### config.mk
export PLATFORM = sky130hd
export DESIGN_NAME = lsu_sequencer_flat
export DESIGN_NICKNAME = d
export VERILOG_FILES = /design/src/rtl/lsu_sequencer_if.sv /design/src/rtl/lsu_sequencer.sv /design/src/flat_wrapper.sv
export SDC_FILE = /design/constraint.sdc
export NUM_CORES = 1
export LEC_CHECK = 0
export CORE_MARGIN = 5
export CORE_UTILIZATION = 63
export CTS_CLUSTER_DIAMETER = 100
export DETAILED_ROUTE_END_ITERATION = 12
export DONT_BUFFER_PORTS = 1
export HOLD_SLACK_MARGIN = 0.15
export PLACE_DENSITY = 0.85
export SLEW_MARGIN = 20
export SYNTH_ARGS = -nofsm -noshare
export SYNTH_HDL_FRONTEND = slang
export SYNTH_SLANG_ARGS = --single-unit
### constraint.sdc
create_clock -name clk -period 2 [get_ports clk]
set_clock_uncertainty 0.05 [all_clocks]
set_input_delay 0.2 -clock clk [delete_from_list [all_inputs] [get_ports clk]]
set_output_delay 0.2 -clock clk [all_outputs]
set_load 0.005 [all_outputs]
### src/rtl/lsu_sequencer_if.sv
// lsu_sequencer_if.sv
// Request/response and data-bus signals of the load/store sequencer.
// master: requesting core, slave: sequencer, mem_slave: data-bus target.
interface lsu_sequencer_if;
    localparam int unsigned ADDR_W        = 32;
    localparam int unsigned DATA_W        = 32;
    localparam int unsigned STRB_W        = DATA_W / 8;
    localparam int unsigned LOAD_OP_WIDTH = 3;

    // Core-side request
    logic                     req_valid;
    logic                     req_ready;
    logic                     req_we;
    logic [ADDR_W-1:0]        req_addr;
    logic [LOAD_OP_WIDTH-1:0] req_load_op;
    logic [1:0]               req_store_size;
    logic [DATA_W-1:0]        req_wdata;

    // Core-side response
    logic                     resp_valid;
    logic [DATA_W-1:0]        resp_rdata;
    logic                     resp_misaligned;
    logic                     resp_buserr;

    // Data bus
    logic                     mem_valid;
    logic                     mem_ready;
    logic [ADDR_W-1:0]        mem_addr;
    logic [DATA_W-1:0]        mem_wdata;
    logic [STRB_W-1:0]        mem_wstrb;
    logic [DATA_W-1:0]        mem_rdata;

    modport master (
        output req_valid, req_we, req_addr, req_load_op, req_store_size, req_wdata,
        input  req_ready, resp_valid, resp_rdata, resp_misaligned, resp_buserr
    );

    modport slave (
        input  req_valid, req_we, req_addr, req_load_op, req_store_size, req_wdata,
        output req_ready, resp_valid, resp_rdata, resp_misaligned, resp_buserr,
        output mem_valid, mem_addr, mem_wdata, mem_wstrb,
        input  mem_ready, mem_rdata
    );

    modport mem_slave (
        input  mem_valid, mem_addr, mem_wdata, mem_wstrb,
        output mem_ready, mem_rdata
    );
endinterface

### src/rtl/lsu_sequencer.sv
// lsu_sequencer.sv
// Multicycle load/store sequencer: one access at a time, word-aligned bus
// cycle with byte strobes and replicated store data, bus timeout, and an
// aligned/sign-extended load result returned as a one-cycle response.
// Build option: define LSU_MISALIGN_TRAP_EN to fault misaligned accesses
// with no bus cycle; without it misaligned accesses are issued as-is.
// Load-op encoding (RISC-V funct3): LB=000 LH=001 LW=010 LBU=100 LHU=101.

module load_alignment #(
    parameter int unsigned LOAD_OP_WIDTH = 3
) (
    input  logic [1:0]               i_addr_lo,
    input  logic [LOAD_OP_WIDTH-1:0] i_load_op,
    input  logic [31:0]              i_data,
    output logic [31:0]              o_data
);
    localparam logic [LOAD_OP_WIDTH-1:0] LOAD_OP_LB  = LOAD_OP_WIDTH'(0);
    localparam logic [LOAD_OP_WIDTH-1:0] LOAD_OP_LH  = LOAD_OP_WIDTH'(1);
    localparam logic [LOAD_OP_WIDTH-1:0] LOAD_OP_LW  = LOAD_OP_WIDTH'(2);
    localparam logic [LOAD_OP_WIDTH-1:0] LOAD_OP_LBU = LOAD_OP_WIDTH'(4);
    localparam logic [LOAD_OP_WIDTH-1:0] LOAD_OP_LHU = LOAD_OP_WIDTH'(5);

    logic [7:0]  w_byte;
    logic [15:0] w_half;

    // Byte and half lane select from the low address bits
    always_comb begin
        w_byte = 8'h00;
        case (i_addr_lo)
            2'd0: w_byte = i_data[7:0];
            2'd1: w_byte = i_data[15:8];
            2'd2: w_byte = i_data[23:16];
            2'd3: w_byte = i_data[31:24];
            default: w_byte = 8'h00;
        endcase
        w_half = i_addr_lo[1] ? i_data[31:16] : i_data[15:0];
    end

    // Sign or zero extension by load op
    always_comb begin
        o_data = 32'h0;
        case (i_load_op)
            LOAD_OP_LB:  o_data = {{24{w_byte[7]}}, w_byte};
            LOAD_OP_LBU: o_data = {24'h0, w_byte};
            LOAD_OP_LH:  o_data = {{16{w_half[15]}}, w_half};
            LOAD_OP_LHU: o_data = {16'h0, w_half};
            LOAD_OP_LW:  o_data = i_data;
            default:     o_data = 32'h0;
        endcase
    end
endmodule

module lsu_sequencer #(
    parameter int unsigned TIMEOUT_CYCLES = 1024
) (
    input  logic           clk,
    input  logic           resetn,
    lsu_sequencer_if.slave bus
);
    localparam int unsigned ADDR_W        = 32;
    localparam int unsigned DATA_W        = 32;
    localparam int unsigned STRB_W        = DATA_W / 8;
    localparam int unsigned LOAD_OP_WIDTH = 3;
    localparam int unsigned TMO_W         = (TIMEOUT_CYCLES > 1) ? $clog2(TIMEOUT_CYCLES) : 1;
    localparam bit          TMO_EN        = (TIMEOUT_CYCLES != 0);

    localparam logic [LOAD_OP_WIDTH-1:0] LOAD_OP_LH  = LOAD_OP_WIDTH'(1);
    localparam logic [LOAD_OP_WIDTH-1:0] LOAD_OP_LW  = LOAD_OP_WIDTH'(2);
    localparam logic [LOAD_OP_WIDTH-1:0] LOAD_OP_LHU = LOAD_OP_WIDTH'(5);

    typedef enum logic [1:0] {
        ST_IDLE   = 2'd0,
        ST_ACCESS = 2'd1,
        ST_RESP   = 2'd2
    } state_t;

    state_t                   r_state;
    state_t                   w_state_nxt;

    // Registered outputs
    logic                     r_req_ready;
    logic                     r_mem_valid;
    logic                     r_resp_valid;
    logic [DATA_W-1:0]        r_resp_rdata;
    logic                     r_resp_misaligned;
    logic                     r_resp_buserr;
    logic [ADDR_W-1:0]        r_mem_addr;
    logic [DATA_W-1:0]        r_mem_wdata;
    logic [STRB_W-1:0]        r_mem_wstrb;

    // Captured request context
    logic [1:0]               r_addr_lo;
    logic [LOAD_OP_WIDTH-1:0] r_load_op;
    logic                     r_we;
    logic [TMO_W-1:0]         r_tmo_cnt;

    logic                     w_accept;
    logic                     w_is_word;
    logic                     w_is_half;
    logic                     w_misaligned;
    logic [DATA_W-1:0]        w_wdata;
    logic [STRB_W-1:0]        w_wstrb;
    logic                     w_timeout;
    logic [DATA_W-1:0]        w_load_data;
    logic [TMO_W-1:0]         w_tmo_cnt_nxt;
    logic [DATA_W-1:0]        w_resp_rdata_nxt;
    logic                     w_resp_misaligned_nxt;
    logic                     w_resp_buserr_nxt;

    assign w_accept  = (r_state == ST_IDLE) && bus.req_valid;
    assign w_timeout = TMO_EN && (r_tmo_cnt == TMO_W'(TIMEOUT_CYCLES - 1));

    // Access size of the incoming request (store size 11 behaves as word)
    always_comb begin
        w_is_word = 1'b0;
        w_is_half = 1'b0;
        if (bus.req_we) begin
            w_is_word = bus.req_store_size[1];
            w_is_half = (bus.req_store_size == 2'b01);
        end else begin
            w_is_word = (bus.req_load_op == LOAD_OP_LW);
            w_is_half = (bus.req_load_op == LOAD_OP_LH) || (bus.req_load_op == LOAD_OP_LHU);
        end
    end

`ifdef LSU_MISALIGN_TRAP_EN
    // Halves need addr[0]=0, words need addr[1:0]=00; bytes always fit
    assign w_misaligned = (w_is_half && bus.req_addr[0])
                       || (w_is_word && (bus.req_addr[1:0] != 2'b00));
`else
    // No alignment check: misaligned accesses go out on the low address bits
    assign w_misaligned = 1'b0;
`endif

    // Store lane replication and byte strobes; loads drive zero
    always_comb begin
        w_wdata = '0;
        w_wstrb = '0;
        if (bus.req_we) begin
            if (w_is_word) begin
                w_wdata = bus.req_wdata;
                w_wstrb = 4'b1111;
            end else if (w_is_half) begin
                w_wdata = {2{bus.req_wdata[15:0]}};
                w_wstrb = bus.req_addr[1] ? 4'b1100 : 4'b0011;
            end else begin
                w_wdata = {4{bus.req_wdata[7:0]}};
                w_wstrb = 4'b0001 << bus.req_addr[1:0];
            end
        end
    end

    // Bus read data is aligned as it is captured into the response register
    load_alignment #(
        .LOAD_OP_WIDTH (LOAD_OP_WIDTH)
    ) u_load_align (
        .i_addr_lo (r_addr_lo),
        .i_load_op (r_load_op),
        .i_data    (bus.mem_rdata),
        .o_data    (w_load_data)
    );

    // Next state, timeout counter and response payload
    always_comb begin
        w_state_nxt           = r_state;
        w_tmo_cnt_nxt         = r_tmo_cnt;
        w_resp_rdata_nxt      = '0;
        w_resp_misaligned_nxt = 1'b0;
        w_resp_buserr_nxt     = 1'b0;
        case (r_state)
            ST_IDLE: begin
                if (w_accept) begin
                    if (w_misaligned) begin
                        w_state_nxt           = ST_RESP;
                        w_resp_misaligned_nxt = 1'b1;
                    end else begin
                        w_state_nxt   = ST_ACCESS;
                        w_tmo_cnt_nxt = '0;
                    end
                end
            end
            ST_ACCESS: begin
                // Ready on the terminal-count cycle still completes normally
                if (bus.mem_ready) begin
                    w_state_nxt      = ST_RESP;
                    w_resp_rdata_nxt = r_we ? '0 : w_load_data;
                end else if (w_timeout) begin
                    w_state_nxt       = ST_RESP;
                    w_resp_buserr_nxt = 1'b1;
                end else if (TMO_EN) begin
                    w_tmo_cnt_nxt = r_tmo_cnt + TMO_W'(1);
                end
            end
            ST_RESP: begin
                w_state_nxt = ST_IDLE;
            end
            default: begin
                w_state_nxt = ST_IDLE;
            end
        endcase
    end

    // State register with control and response outputs registered from next state
    always_ff @(posedge clk or negedge resetn) begin
        if (!resetn) begin
            r_state           <= ST_IDLE;
            r_req_ready       <= 1'b1;
            r_mem_valid       <= 1'b0;
            r_resp_valid      <= 1'b0;
            r_resp_rdata      <= '0;
            r_resp_misaligned <= 1'b0;
            r_resp_buserr     <= 1'b0;
            r_tmo_cnt         <= '0;
        end else begin
            r_state           <= w_state_nxt;
            r_req_ready       <= (w_state_nxt == ST_IDLE);
            r_mem_valid       <= (w_state_nxt == ST_ACCESS);
            r_resp_valid      <= (w_state_nxt == ST_RESP);
            r_resp_rdata      <= w_resp_rdata_nxt;
            r_resp_misaligned <= w_resp_misaligned_nxt;
            r_resp_buserr     <= w_resp_buserr_nxt;
            r_tmo_cnt         <= w_tmo_cnt_nxt;
        end
    end

    // Request capture: bus address/lanes held stable for the whole bus cycle
    always_ff @(posedge clk or negedge resetn) begin
        if (!resetn) begin
            r_mem_addr  <= '0;
            r_mem_wdata <= '0;
            r_mem_wstrb <= '0;
            r_addr_lo   <= '0;
            r_load_op   <= '0;
            r_we        <= 1'b0;
        end else if (w_accept) begin
            r_mem_addr  <= {bus.req_addr[ADDR_W-1:2], 2'b00};
            r_mem_wdata <= w_wdata;
            r_mem_wstrb <= w_wstrb;
            r_addr_lo   <= bus.req_addr[1:0];
            r_load_op   <= bus.req_load_op;
            r_we        <= bus.req_we;
        end
    end

    assign bus.req_ready       = r_req_ready;
    assign bus.resp_valid      = r_resp_valid;
    assign bus.resp_rdata      = r_resp_rdata;
    assign bus.resp_misaligned = r_resp_misaligned;
    assign bus.resp_buserr     = r_resp_buserr;
    assign bus.mem_valid       = r_mem_valid;
    assign bus.mem_addr        = r_mem_addr;
    assign bus.mem_wdata       = r_mem_wdata;
    assign bus.mem_wstrb       = r_mem_wstrb;
endmodule

### src/flat_wrapper.sv
// flat-port wrapper written by rule: the top's interface ports become plain ports
module lsu_sequencer_flat 
#(
    parameter int unsigned TIMEOUT_CYCLES = 1024
)
  (clk, resetn, bus_req_valid, bus_req_we, bus_req_addr, bus_req_load_op, bus_req_store_size, bus_req_wdata, bus_req_ready, bus_resp_valid, bus_resp_rdata, bus_resp_misaligned, bus_resp_buserr, bus_mem_valid, bus_mem_addr, bus_mem_wdata, bus_mem_wstrb, bus_mem_ready, bus_mem_rdata);
  lsu_sequencer_if bus_i ();
  input  logic clk;
  input  logic resetn;
  input wire logic [$bits(bus_i.req_valid)-1:0] bus_req_valid;
  input wire logic [$bits(bus_i.req_we)-1:0] bus_req_we;
  input wire logic [$bits(bus_i.req_addr)-1:0] bus_req_addr;
  input wire logic [$bits(bus_i.req_load_op)-1:0] bus_req_load_op;
  input wire logic [$bits(bus_i.req_store_size)-1:0] bus_req_store_size;
  input wire logic [$bits(bus_i.req_wdata)-1:0] bus_req_wdata;
  output wire logic [$bits(bus_i.req_ready)-1:0] bus_req_ready;
  output wire logic [$bits(bus_i.resp_valid)-1:0] bus_resp_valid;
  output wire logic [$bits(bus_i.resp_rdata)-1:0] bus_resp_rdata;
  output wire logic [$bits(bus_i.resp_misaligned)-1:0] bus_resp_misaligned;
  output wire logic [$bits(bus_i.resp_buserr)-1:0] bus_resp_buserr;
  output wire logic [$bits(bus_i.mem_valid)-1:0] bus_mem_valid;
  output wire logic [$bits(bus_i.mem_addr)-1:0] bus_mem_addr;
  output wire logic [$bits(bus_i.mem_wdata)-1:0] bus_mem_wdata;
  output wire logic [$bits(bus_i.mem_wstrb)-1:0] bus_mem_wstrb;
  input wire logic [$bits(bus_i.mem_ready)-1:0] bus_mem_ready;
  input wire logic [$bits(bus_i.mem_rdata)-1:0] bus_mem_rdata;
  assign bus_i.req_valid = bus_req_valid;
  assign bus_i.req_we = bus_req_we;
  assign bus_i.req_addr = bus_req_addr;
  assign bus_i.req_load_op = bus_req_load_op;
  assign bus_i.req_store_size = bus_req_store_size;
  assign bus_i.req_wdata = bus_req_wdata;
  assign bus_req_ready = bus_i.req_ready;
  assign bus_resp_valid = bus_i.resp_valid;
  assign bus_resp_rdata = bus_i.resp_rdata;
  assign bus_resp_misaligned = bus_i.resp_misaligned;
  assign bus_resp_buserr = bus_i.resp_buserr;
  assign bus_mem_valid = bus_i.mem_valid;
  assign bus_mem_addr = bus_i.mem_addr;
  assign bus_mem_wdata = bus_i.mem_wdata;
  assign bus_mem_wstrb = bus_i.mem_wstrb;
  assign bus_i.mem_ready = bus_mem_ready;
  assign bus_i.mem_rdata = bus_mem_rdata;
  lsu_sequencer #(.TIMEOUT_CYCLES(TIMEOUT_CYCLES)) u_core (.clk(clk), .resetn(resetn), .bus(bus_i));
endmodule
==> reports/results.ini, run 1 <==
[clock_network]
clock_path_buffers=2
cts.sinks=120
cts.htree.levels=4
path_clk_slew_ps=60
hold_buffers=123
cts_tree=yes
insertion_delay_ps=520
cts_root_buf=clkbuf_8
numCtsBuffers=17

[route]
ant_nets=0
drt-total-wl_mm=20.1
first_pass_iters=7
first_iter_violations=530
vias_per_cell=6.76
routedWlPerCell_um=25.7
drc=0
vias=5278

[critical_path]
rr_worst_depth=4
crit_type=register to register
critical_path.slowest_cell=mux4_2
worst_ep_required_time_ps=2330
reg2reg_to=u_core.bus.resp_rdata[13]
arrival_ps=2300
reg2reg_slack_ps=20
crit_chain=buf_4, mux4_2, nand2_1, a21oi_1
cp_max_fo=10
startpoint_type=register
critical-path-max-stage-delay_ps=580
critPathBufInv=1
path_delay_family=multiplexers
crit_path_end_kind=register
reg2reg_from=u_core.r_addr_lo[1]

[sta]
finalCriticalPeriod_ps=1980
max-slew-margin-rel_pct=48.8
rsz0062_at_grt=false
fin_crit_sh_pct=98.8
slew_violations=0
whs_ps=-679
tns_ps=0
max_freq_mhz=506
tightest_slew_ps=766
setup_viol=0
hold_viol=120

[grt]
antenna_found_initial=1
grt_pass1_vias=5494
overflow=0
grt_max_degree=121
grtUsageTotal_pct=39.3
grt_pass1_wl_mm=30.6

[floorplan]
io_pins=211
die_x_um=102
rows=33
initial_core_util_pct=64.9
dieArea_um2=10400
core_region_area_um2=8220
die_h_um=102

[layout]
drive_above_1_share_pct=8.59
synthToLayoutAreaGrowth_pct=37.6
stdcell_area_um2=7330
stdcell_count=781
nets=769
fillerInstances=319

[yosys]
async_flop_share_pct=100
synth_top_area_share_pct=55.9
ys.flop_type=dfrtp_1
synthTopCellsByCount=nand2_1, dfrtp_1, nor2_1
synth_top_area_cell=dfrtp_1
ys_seq_area_share_pct=56.4
synth_edf_count=0
yosysMostFrequentCell=nand2_1
syn_inst=544
synth.avg_cell_area_um2=9.80
yosys-top-cells-area=dfrtp_1, nand2_1, mux2i_1
syn-cell-area_um2=5330
synth_cell_type_count=39
yosys_warnings=0
synth-seq-cells=120

[place]
gp_congestion=0.822
port_buffers=0
dp_cells=622
dp_hpwl_mm=9.70
dpl-instance-area_um2=5390

[pwr]
clkPwrFrac_pct=34.2
pwr-share-comb_pct=26.2
power.total_w=0.00948
switchingPower_w=0.00324
power_density_nw_per_um2=1290
ir_worst_vdd_uv=772
p_leak_nw=3.41
switching_share_pct=34.2
cellInternalPower_w=0.00625
seq_power_share_pct=39.6

[run]
maxCapViolations=0

[hold_path]
min_path_type=input port to asynchronous set/reset pin

[outcome]
status=finished with violations
violations=hold timing

[final cells by class]
| type | count | area, um2 | area share [%] |
|---|---|---|---|
| Antenna cell | 1 | 2.50 | 0.0341 |
| Clock buffer | 21 | 459 | 6.26 |
| Clock inverter | 11 | 170 | 2.32 |
| Inverter | 4 | 15.0 | 0.205 |
| Multi-Input combinational cell | 381 | 2150 | 29.3 |
| Sequential cell | 120 | 3010 | 41.0 |
| Tap cell | 105 | 131 | 1.79 |
| Timing Repair Buffer | 138 | 1400 | 19.1 |
[flip-flops by register name, summed over array words and instances, names as in the netlist]
register / flops
u_core.r_load_op: 3
u_core.bus.resp_buserr: 1
u_core.bus.resp_valid: 1
u_core.bus.mem_valid: 1
u_core.r_state: 2
u_core.bus.mem_wdata: 32
u_core.bus.resp_rdata: 32
u_core.r_tmo_cnt: 10
u_core.bus.req_ready: 1
u_core.bus.mem_addr: 30
u_core.r_we: 1
u_core.r_addr_lo: 2
u_core.bus.mem_wstrb: 4
[metal layers]
metal  global-route usage, %  share of wire [%]
met5                       0                  0
met2                    64.4                 49
met4                    23.1                6.5
met1                    43.0                 32
met3                    16.2                 13
[worst max-delay path by stage]
stage                                    from                        end  slack (ps)  cells past startpoint
after detailed placement  u_core.r_tmo_cnt[3]        u_core.r_tmo_cnt[7]         160                      4
after global placement    u_core.r_tmo_cnt[0]        u_core.r_tmo_cnt[9]         280                      5
final                     u_core.r_addr_lo[1]  u_core.bus.resp_rdata[13]          20                      4
after global routing        u_core.r_state[0]    u_core.bus.mem_wdata[2]           3                      5
after CTS                   u_core.r_state[0]    u_core.bus.mem_wdata[1]          50                      5
after floorplan           u_core.r_tmo_cnt[0]        u_core.r_tmo_cnt[9]         400                      5
[worst register-to-register path: stages (launching register included)]
cell	delay [ps]
dfrtp_1	450
buf_4	260
mux4_2	580
nand2_1	300
a21oi_1	190
[logic make-up (layout without fill, tap and decap cells)]
kind of cell | after synthesis | after routing | share of synthesized area [%]
buffers and inverters | 45 | 174 | 3.80
DFF | 120 | 120 | 56.4
muxes | 35 | 35 | 7.04
adders and majority gates | 1 | 1 | 0.235
other | 1 | 4 | 0.0704
AOI/OAI and AO/OA | 116 | 116 | 14.6
and+or+nand+nor | 226 | 226 | 17.8
[timing repair]
item                       4_1_cts  5_1_grt
gates resized for setup          0        8
hold endpoints to repair       239      120
setup endpoints to repair        0       19
setup buffers                    0        2
[placed cells by master (no fill, tap or decap), drive strengths merged, types with 8 or more instances in the layout]
cell	instances
a21oi	31
a22o	8
a22oi	25
buf	14
clkbuf	22
dfrtp	119
dlygate4sd3	123
mux2i	33
nand2	155
nand3	13
nor2	34
o21ai	23
o31ai	9
[power groups by stage]
stage / Sequential, W / Clock (W) / Combinational [W]
after global routing: 0.00383 / 0.00334 / 0.00265
after floorplan: 0.00350 / 0 / 0.00147
after CTS: 0.00370 / 0.00320 / 0.00215
after global placement: 0.00370 / 0 / 0.00165
after detailed placement: 0.00371 / 0 / 0.00177
final: 0.00376 / 0.00324 / 0.00249
[metrics by stage]
step                utilization, %  setup WS [ps]
detailed placement            65.6            157
CTS                           88.2           45.6
finish                        89.2           24.2
global placement              65.6            281
floorplan                        -            396
global route                  89.2           2.55
(Power assumes the default switching activity.)
==> run 2: changes to the inputs <==
--- a/config.mk
+++ b/config.mk
@@ -5,14 +5,16 @@
 export SDC_FILE = /design/constraint.sdc
 export NUM_CORES = 1
 export LEC_CHECK = 0
-export CORE_MARGIN = 5
+export CORE_MARGIN = 1
 export CORE_UTILIZATION = 63
 export CTS_CLUSTER_DIAMETER = 100
 export DETAILED_ROUTE_END_ITERATION = 12
 export DONT_BUFFER_PORTS = 1
+export GPL_ROUTABILITY_DRIVEN = 0
 export HOLD_SLACK_MARGIN = 0.15
 export PLACE_DENSITY = 0.85
 export SLEW_MARGIN = 20
 export SYNTH_ARGS = -nofsm -noshare
 export SYNTH_HDL_FRONTEND = slang
 export SYNTH_SLANG_ARGS = --single-unit
+export TNS_END_PERCENT = 10
==> run 2 against run 1 <==
  * The flow now stops in clock tree synthesis
  * Synthesized cell count is the same
  * Synthesized area is the same
==> reports/results.ini, run 2 <==
[place]
port_buffers=0
dp_hpwl_mm=8.64

[yosys]
synth_edf_count=0
synth_top_area_share_pct=55.9
synth.avg_cell_area_um2=9.80
synth-seq-cells=120
yosysMostFrequentCell=nand2_1
yosys-top-cells-area=dfrtp_1, nand2_1, mux2i_1
syn_inst=544
async_flop_share_pct=100
ys_seq_area_share_pct=56.4
ys.flop_type=dfrtp_1
syn-cell-area_um2=5330
yosys_warnings=0
synth_top_area_cell=dfrtp_1
synthTopCellsByCount=nand2_1, dfrtp_1, nor2_1
synth_cell_type_count=39

[clock_network]
cts.htree.levels=4
numCtsBuffers=17
cts_root_buf=clkbuf_8
clock_path_buffers=2
cts_resized=0
hold_buffers=131
cts.sinks=120
cts_setup_buffers=0

[floorplan]
rows=33
initial_core_util_pct=64.9
die_x_um=94.0
io_pins=211
die_h_um=94.0

[outcome]
haltStage=clock tree synthesis
error=[ERROR RSZ-0060] Max buffer count reached.
status=stopped before the end

[run 2: kinds of logic after synthesis]
| family | Yosys count | share of synthesized area [%] |
|---|---|---|
| multiplexers | 35 | 7.04 |
| AND/OR/NAND/NOR | 226 | 17.8 |
| AO/OA/AOI/OAI | 116 | 14.6 |
| flip-flops | 120 | 56.4 |
| adder cells (fa/ha/maj) | 1 | 0.235 |
| buffers and inverters | 45 | 3.80 |
| other | 1 | 0.0704 |
[run 2: metrics by stage]
stage               area [um2]  hold slack [ps]  cells  setup WS (ps)
global placement          5380             -142    620            285
floorplan                 5340             -146    546            396
detailed placement        5380             -142    620            188
==> run 3: changes to the inputs <==
--- a/config.mk
+++ b/config.mk
@@ -6,13 +6,11 @@
 export NUM_CORES = 1
 export LEC_CHECK = 0
 export CORE_MARGIN = 1
-export CORE_UTILIZATION = 63
-export CTS_CLUSTER_DIAMETER = 100
+export CORE_UTILIZATION = 40
 export DETAILED_ROUTE_END_ITERATION = 12
 export DONT_BUFFER_PORTS = 1
 export GPL_ROUTABILITY_DRIVEN = 0
-export HOLD_SLACK_MARGIN = 0.15
-export PLACE_DENSITY = 0.85
+export PLACE_DENSITY_LB_ADDON = 0.15
 export SLEW_MARGIN = 20
 export SYNTH_ARGS = -nofsm -noshare
 export SYNTH_HDL_FRONTEND = slang
==> run 3 against run 2 <==
  * The flow now finishes, with violations (hold timing)
==> reports/results.ini, run 3 (same netlist as run 1, synthesis figures left out) <==
[floorplan]
die_h_um=117
initial_core_util_pct=41.6
dieArea_um2=13800
core_region_area_um2=12800
rows=41
io_pins=211
die_x_um=117

[critical_path]
critical-path-max-stage-delay_ps=500
critical_path.slowest_cell=a2111oi_0
startpoint_type=register
reg2reg_slack_ps=70
cp_max_fo=16
crit_path_end_kind=register
crit_chain=buf_4, mux2i_1, a2bb2oi_1, nor2_1, a2111oi_0
worst_ep_required_time_ps=2190
reg2reg_from=u_core.r_addr_lo[1]
rr_worst_depth=5
critPathBufInv=1
crit_end=u_core.bus.resp_rdata[3]
crit_type=register to register
cp.depth=5
arrival_ps=2120
cp-startpoint=u_core.r_addr_lo[1]
reg2reg_to=u_core.bus.resp_rdata[3]
path_delay_family=compound AO/OA/AOI/OAI gates

[clock_network]
path_clk_slew_ps=50
cts.sinks=120
cts_tree=yes
hold_buffers=96
insertion_delay_ps=410
numCtsBuffers=17
cts.htree.levels=4
clock_path_buffers=2
cts_root_buf=clkbuf_16

[outcome]
violations=hold timing
status=finished with violations

[pwr]
power.total_w=0.00859
power_density_nw_per_um2=1220
p_leak_nw=3.25
ir_worst_vdd_uv=538

[sta]
rsz0062_at_grt=true
tightest_slew_ps=744
setup_viol=0
finalCriticalPeriod_ps=1930
whs_ps=-562
tns_ps=0
slew_violations=0
max-slew-margin-rel_pct=50.2
fin_crit_sh_pct=96.3
hold_viol=120
max_freq_mhz=519

[grt]
grt.met3_usage_pct=7.30
grtUsageTotal_pct=23.7
overflow=0
grt_max_degree=121
grt-busiest-layer=met2
grt_pass1_vias=4758
global_route.usage.met1_pct=28.5
antenna_found_initial=0
grt_use_met2_pct=38.7
grt_pass1_wl_mm=25.5

[layout]
synthToLayoutAreaGrowth_pct=32.1
final_common_cell=nand2_1
final_cell_mix=nand2_1, dfrtp_1, dlygate4sd3_1
nets=740
drive_above_1_share_pct=7.43
n_antenna_cell=0

[route]
first_iter_violations=288
vias=4565
vias_per_cell=5.58
first_pass_iters=6
drt-total-wl_mm=15.7
ant_nets=0
drc=0
routedWlPerCell_um=19.1

[run]
maxCapViolations=0

[place]
port_buffers=0
dp_hpwl_mm=9.89

[hold_path]
min_path_type=input port to asynchronous set/reset pin

[run 3: how the worst min path moves through the flow]
stage	cells past startpoint	endpoint	slack (ps)	from
after floorplan	0	u_core.bus.mem_addr[10]	-150	resetn
after global placement	0	u_core.bus.resp_buserr	-140	resetn
after detailed placement	0	u_core.bus.resp_buserr	-140	resetn
after CTS	0	u_core.bus.resp_buserr	-590	resetn
after global routing	0	u_core.r_tmo_cnt[2]	-590	resetn
final	0	u_core.r_tmo_cnt[2]	-560	resetn
[run 3: layout make-up]
type / instances / area, um2
clock buffer: 30 / 524
clock inverter: 2 / 35.0
fill: 1190 / 5780
inverter: 4 / 15.0
multi-input combinational: 381 / 2150
sequential: 120 / 3010
tap: 172 / 215
timing repair buffer: 109 / 1100
[run 3: through the flow]
step	hold slack [ps]	area (um2)	util [%]	instances	setup WS, ps
2_1_floorplan	-146	5340	-	546	396
3_3_place_gp	-141	5510	43.0	690	246
3_5_place_dp	-142	5510	43.0	690	164
4_1_cts	-585	7030	54.8	818	61.0
5_1_grt	-585	7040	54.9	818	-25.6
6_report	-562	7040	54.9	818	74.4
[run 3: worst reg2reg max path, stage by stage, from the launching register on]
cell and delay [ps]:
dfrtp_1 480, buf_4 330, mux2i_1 170, a2bb2oi_1 160
nor2_1 70, a2111oi_0 500
[run 3: where the power goes]
group / internal, W / switching (W)
registers: 0.00309 / 0.000651
logic: 0.000864 / 0.00109
clock network: 0.00187 / 0.00103
[run 3: repair_timing]
item,in CTS,in global routing
resized for setup,0,4
setup endpoints to repair,0,6
setup buffers,0,0
hold endpoints to repair,228,120
[run 3: layer usage]
| layer | part of all wire, % | wire length, um | vias up |
|---|---|---|---|
| met3 | 8.6 | 1350 | 50 |
| met1 | 40 | 6200 | 2230 |
| met2 | 49 | 7630 | 238 |
| met4 | 3.0 | 469 | 0 |
| met5 | 0 | 0 | - |
| li1 | - | - | 2047 |
